### config.mk
export PLATFORM = sky130hd
export DESIGN_NAME = soc_system_power_button
export DESIGN_NICKNAME = d
export VERILOG_FILES = /design/src/rtl/soc_system_power_pkg.sv /design/src/rtl/soc_system_power_sync.sv /design/src/rtl/soc_system_power_button.sv
export SDC_FILE = /design/constraint.sdc
export NUM_CORES = 1
export LEC_CHECK = 0
export ABC_AREA = 1
export ABC_CLOCK_PERIOD_IN_PS = 1530
export CORE_MARGIN = 3
export CORE_UTILIZATION = 40
export DETAILED_ROUTE_END_ITERATION = 12
export PLACE_DENSITY = 0.68
export SLEW_MARGIN = 20
export SYNTH_ARGS = -nofsm -noshare
export SYNTH_HDL_FRONTEND = slang
export SYNTH_HIERARCHICAL = 1
export SYNTH_SLANG_ARGS = --single-unit
### constraint.sdc
create_clock -name clk -period 1.53 [get_ports clk]
set_input_delay 0.306 -clock clk [delete_from_list [all_inputs] [get_ports clk]]
set_output_delay 0.306 -clock clk [all_outputs]
set_load 0.01 [all_outputs]
### src/rtl/soc_system_power_pkg.sv
// Shared types and defaults for the power pushbutton conditioner.
package soc_system_power_pkg;

    typedef enum logic [2:0] {
        IDLE       = 3'd0,
        DB_PRESS   = 3'd1,
        PRESSED    = 3'd2,
        LONG_HELD  = 3'd3,
        DB_RELEASE = 3'd4
    } power_btn_state_t;

    localparam int POWER_DEBOUNCE_CYCLES_DEF  = 50000;
    localparam int POWER_LONGPRESS_CYCLES_DEF = 150000000;

    function automatic logic is_held_state(input power_btn_state_t s);
        return (s == PRESSED) || (s == LONG_HELD) || (s == DB_RELEASE);
    endfunction

endpackage

### src/rtl/soc_system_power_sync.sv
// Two-flop synchroniser for asynchronous PIO inputs; the reset level is
// chosen by the instantiator so a reset never looks like an event.
module soc_system_power_sync #(
    parameter logic RST_VAL = 1'b0
) (
    input  logic clk,
    input  logic reset_n,
    input  logic d,
    output logic q
);

    logic [1:0] sync_ff;

    always_ff @(posedge clk or negedge reset_n) begin
        if (!reset_n) begin
            sync_ff <= {2{RST_VAL}};
        end else begin
            sync_ff <= {sync_ff[0], d};
        end
    end

    assign q = sync_ff[1];

endmodule

### src/rtl/soc_system_power_button.sv
// Power pushbutton conditioner: synchronise, debounce, classify short/long press.
// Optional press counter output is built when SOC_SYSTEM_POWER_BTN_CNT_EN is defined.
//
// state      | meaning
// IDLE       | button released and settled
// DB_PRESS   | press seen, waiting for it to stay stable
// PRESSED    | accepted press, timing towards a long press
// LONG_HELD  | press held past the long-press limit, forcing power off
// DB_RELEASE | release seen, waiting for it to stay stable
module soc_system_power_button
    import soc_system_power_pkg::*;
#(
    parameter int DEBOUNCE_CYCLES  = POWER_DEBOUNCE_CYCLES_DEF,
    parameter int LONGPRESS_CYCLES = POWER_LONGPRESS_CYCLES_DEF,
    parameter bit BTN_ACTIVE_LOW   = 1'b1
) (
    input  logic       clk,
    input  logic       reset_n,
    input  logic       button_raw,
    input  logic       power_ack,
    output logic       power_req,
    output logic       force_off,
`ifdef SOC_SYSTEM_POWER_BTN_CNT_EN
    output logic [7:0] press_count,
`endif
    output logic       btn_pressed
);

    localparam int DB_W   = $clog2(DEBOUNCE_CYCLES);
    localparam int HOLD_W = $clog2(LONGPRESS_CYCLES);
    localparam logic [DB_W-1:0]   DB_LAST   = DB_W'(DEBOUNCE_CYCLES - 1);
    localparam logic [HOLD_W-1:0] HOLD_LAST = HOLD_W'(LONGPRESS_CYCLES - 1);

    logic raw_s;
    logic btn_s;

    // Synchroniser resets to the released pin level so reset never reads as a press.
    soc_system_power_sync #(
        .RST_VAL (BTN_ACTIVE_LOW)
    ) u_sync (
        .clk     (clk),
        .reset_n (reset_n),
        .d       (button_raw),
        .q       (raw_s)
    );

    assign btn_s = raw_s ^ BTN_ACTIVE_LOW;

    power_btn_state_t  state, state_nx;
    logic [DB_W-1:0]   db_cnt, db_cnt_nx;
    logic [HOLD_W-1:0] hold_cnt, hold_cnt_nx;
    logic              was_long, was_long_nx;
    logic              set_req;

    always_ff @(posedge clk or negedge reset_n) begin
        if (!reset_n) begin
            state    <= IDLE;
            db_cnt   <= '0;
            hold_cnt <= '0;
            was_long <= 1'b0;
        end else begin
            state    <= state_nx;
            db_cnt   <= db_cnt_nx;
            hold_cnt <= hold_cnt_nx;
            was_long <= was_long_nx;
        end
    end

    always_comb begin
        state_nx    = state;
        db_cnt_nx   = db_cnt;
        hold_cnt_nx = hold_cnt;
        was_long_nx = was_long;
        set_req     = 1'b0;
        case (state)
            IDLE: begin
                if (btn_s) begin
                    state_nx  = DB_PRESS;
                    db_cnt_nx = '0;
                end
            end
            DB_PRESS: begin
                if (!btn_s) begin
                    state_nx = IDLE;
                end else if (db_cnt == DB_LAST) begin
                    state_nx    = PRESSED;
                    hold_cnt_nx = '0;
                end else begin
                    db_cnt_nx = db_cnt + DB_W'(1);
                end
            end
            PRESSED: begin
                if (!btn_s) begin
                    state_nx    = DB_RELEASE;
                    was_long_nx = 1'b0;
                    db_cnt_nx   = '0;
                end else if (hold_cnt == HOLD_LAST) begin
                    state_nx = LONG_HELD;
                end else begin
                    hold_cnt_nx = hold_cnt + HOLD_W'(1);
                end
            end
            LONG_HELD: begin
                if (!btn_s) begin
                    state_nx    = DB_RELEASE;
                    was_long_nx = 1'b1;
                    db_cnt_nx   = '0;
                end
            end
            DB_RELEASE: begin
                // A bounce back to pressed resumes timing where it left off.
                if (btn_s) begin
                    state_nx = was_long ? LONG_HELD : PRESSED;
                end else if (db_cnt == DB_LAST) begin
                    state_nx = IDLE;
                    set_req  = !was_long;
                end else begin
                    db_cnt_nx = db_cnt + DB_W'(1);
                end
            end
            default: begin
                state_nx = IDLE;
            end
        endcase
    end

    // Outputs are decoded from the next state so they change on the transition edge.
    always_ff @(posedge clk or negedge reset_n) begin
        if (!reset_n) begin
            btn_pressed <= 1'b0;
            force_off   <= 1'b0;
            power_req   <= 1'b0;
        end else begin
            btn_pressed <= is_held_state(state_nx);
            force_off   <= (state_nx == LONG_HELD) ||
                           ((state_nx == DB_RELEASE) && was_long_nx);
            if (power_ack) begin
                power_req <= 1'b0;
            end else if (set_req) begin
                power_req <= 1'b1;
            end
        end
    end

`ifdef SOC_SYSTEM_POWER_BTN_CNT_EN
    always_ff @(posedge clk or negedge reset_n) begin
        if (!reset_n) begin
            press_count <= 8'd0;
        end else if (set_req && (press_count != 8'hFF)) begin
            press_count <= press_count + 8'd1;
        end
    end
`endif

endmodule
==> results.json <==
{
  "switching_share_pct": 25.2,
  "ys_seq_elements": 53,
  "dr.pass1.iters": 5,
  "antenna_found_initial": 0,
  "finalSetupViolations": 43,
  "path_class": "reg2reg",
  "layout-drive-gt1-share_pct": 30.8,
  "power_frac_seq_pct": 52.9,
  "reg2reg_depth": 9,
  "clk_latency_ns": 0.32,
  "synth_area_um2": 3600,
  "fin_area_um2": 5010,
  "syn_nets": 563,
  "yosys_warnings": 6,
  "wl_per_cell_um": 13.7,
  "reg2reg_from": "db_cnt[12]$_DFFE_PN0P_",
  "fin_crit_ns": 1.64,
  "ir_worst_vdd_mv": 0.367,
  "first_iter_violations": 282,
  "ioPinCount": 7,
  "antenna_cells": 0,
  "fin_crit_sh_pct": 107,
  "clockBufferDepth": 2,
  "critPathLaunchType": "flip-flop",
  "cellLeakagePower_nw": 2.27,
  "hp-start": "u_sync/sync_ff[0]$_DFF_PN1_",
  "dp_slack_ns": -0.0985,
  "grt_max_degree": 54,
  "cts.htree.levels": 2,
  "internal_power_mw": 2.02,
  "comb_power_share_pct": 9.8,
  "timing.fmax_ghz": 0.611,
  "p_switching_uw": 681,
  "cp_data_required_time_ns": 1.74,
  "holdPathEnd": "u_sync/sync_ff[1]$_DFF_PN1_",
  "fin_skew_ns": 0.0204,
  "wirelength_um": 10500,
  "outcome": "finished with violations",
  "coreArea_um2": 8460,
  "multi_input_area_um2": 2280,
  "portBuffers": 6,
  "r2r_setup_slack_ns": -0.11,
  "final_cell_mix": "nand2_1 (186), nor2_1 (85), buf_4 (85)",
  "ys_seq_area_share_pct": 37.0,
  "die_w_um": 101,
  "tightestPinTransition_ns": 0.300,
  "cts_tree": "done",
  "place.gp.congestion": 0.951,
  "final.setup.worst_slack_ns": -0.106,
  "hpwl_um": 7120,
  "grt_util_all_layers_pct": 19.7,
  "report.final.hold_viol_count": 0,
  "vias_per_cell": 5.08,
  "area_delta_synth_final_pct": 39.3,
  "syn_inst": 557,
  "clock-sinks": 53,
  "slew_violations": 0,
  "filler_cell_count": 744,
  "dpl_cell_area_um2": 4390,
  "die_h_um": 101,
  "p_clk_share_pct": 37.3,
  "dieArea_um2": 10200,
  "relSlewSlack_pct": 80.0,
  "crit_path_end_kind": "flip-flop",
  "violations": "setup timing",
  "power_density_nw_per_um2": 539,
  "ant_nets": 0,
  "crit_fanout": 13,
  "root_buffer": "clkbuf_8",
  "clkTransAtPathRegs_ns": 0.12,
  "crit_arrival_ns": 1.84,
  "rsz0062_at_grt": "true",
  "grt_pass1_wl_um": 16300,
  "grt_pass1_vias": 3593,
  "worst_hold_path.num_cells": 0,
  "layout_commonest_cell": "nand2_1",
  "syn_avg_cell_area_um2": 6.46,
  "nets": 665,
  "start_util_pct": 42.5,
  "ys_types": 28,
  "max-cap-violations": 0,
  "hold_path_class": "reg2reg",
  "rows": 33,
  "hold_ws_ns": 0.362,
  "cts_buffers": 5,
  "drc": 0,
  "seqCellArea_um2": 1330,
  "final.setup.tns_ns": -2.72,
  "overflow": 0,
  "via_count": 3884,
  "worstReg2RegEnd": "hold_cnt[20]$_DFFE_PN0P_"
}
## power groups by stage
stage | sequential (mW) | clock [mW] | combinational (mW)
after floorplan | 1.46 | 0 | 0.0831
after global placement | 1.45 | 0 | 0.182
after detailed placement | 1.45 | 0 | 0.186
after CTS | 1.43 | 1.01 | 0.191
after global routing | 1.43 | 1.06 | 0.288
final | 1.43 | 1.01 | 0.265
## layout make-up
class / count / area share, %
clock buffers: 6 / 1.45
repair buffers: 104 / 18.6
well taps: 105 / 2.62
repair inverters: 1 / 0.150
inverters: 54 / 4.22
multi-input cells: 440 / 45.6
clock inverters: 2 / 0.774
flip-flops and latches: 53 / 26.6
## worst max-delay path: stages (launching register included)
cell and delay [ns]:
dfrtp_1 0.42, nor2_2 0.16, nand3_2 0.11, nor2_4 0.13, nand3_2 0.09, nand2_2 0.10, nand3_4 0.16, clkbuf_16 0.23
nand2_1 0.06, o21ai_1 0.05
## worst max-delay path by stage
| stage | startpoint | endpoint | cells past startpoint |
|---|---|---|---|
| after floorplan | db_cnt[0]$_DFFE_PN0P_ | hold_cnt[26]$_DFFE_PN0P_ | 9 |
| after global placement | db_cnt[1]$_DFFE_PN0P_ | db_cnt[1]$_DFFE_PN0P_ | 8 |
| after CTS | db_cnt[1]$_DFFE_PN0P_ | hold_cnt[17]$_DFFE_PN0P_ | 9 |
| final | db_cnt[12]$_DFFE_PN0P_ | hold_cnt[20]$_DFFE_PN0P_ | 9 |
| after global routing | db_cnt[12]$_DFFE_PN0P_ | hold_cnt[25]$_DFFE_PN0P_ | 9 |
| after detailed placement | db_cnt[1]$_DFFE_PN0P_ | db_cnt[7]$_DFFE_PN0P_ | 10 |
## layer usage
| layer | share of wire (%) | GRT usage (%) |
|---|---|---|
| met3 | 5.2 | 2.56 |
| met2 | 53 | 36.2 |
| met4 | 1.9 | 2.90 |
| met5 | 0 | 0 |
| met1 | 40 | 25.0 |
## Yosys cell counts
master    count  area share (%)
xnor2_1       5             1.2
inv_2         4            0.42
o21ai_1      20             2.8
or2_2         1            0.17
buf_4         2            0.42
nand3b_1      1            0.21
nor3_1        6            0.84
a21oi_1       2            0.28
nand2_1     216              23
buf_2         1            0.14
ha_1          2            0.70
nand3_4       1            0.49
nand4_2       1            0.35
buf_6         5             1.6
nand4_1       6             1.0
xor2_1       19             4.6
nor2_1      105              11
o21ai_0       4            0.56
dfrtp_1      51              35
inv_4         1            0.17
nor2_4        3            0.94
o21ai_2       1            0.24
nand3_1      41             5.7
clkbuf_1      2            0.21
nand3_2       3            0.84
nand2_2       3            0.52
dfstp_2       2             1.5
inv_1        49             5.1
## cells by family after synthesis
| kind of cell | synth area share, % |
|---|---|
| simple gates | 44.6 |
| buf+inv | 8.04 |
| flops | 37.0 |
| xor+xnor | 5.85 |
| fa+ha+maj | 0.696 |
| compound gates | 3.86 |
## flip-flops by register name (all words and copies together), names as in the netlist
name	count
db_cnt	16
btn_pressed	1
u_sync/sync_ff	2
force_off	1
power_req	1
hold_cnt	28
was_long	1
state	3
## stage by stage
| stage | std cells | total power [mW] | util (%) |
|---|---|---|---|
| CTS | 753 | 2.63 | 54.1 |
| global placement | 742 | 1.64 | 51.9 |
| floorplan | 557 | 1.54 | - |
| finish | 765 | 2.70 | 59.2 |
| global route | 765 | 2.78 | 59.2 |
| detailed placement | 742 | 1.64 | 51.9 |
## timing repair
| action | 4_1_cts | 5_1_grt |
|---|---|---|
| hold buffers | 1 | 0 |
| hold endpoints to repair | 33 | 0 |
| cloned | 0 | 5 |
| pin swaps | 1 | 14 |
| endpoints found under the setup margin | 46 | 47 |
| buffers inserted | 2 | 8 |
| gates resized for setup | 20 | 86 |
(Power assumes the default switching activity.)
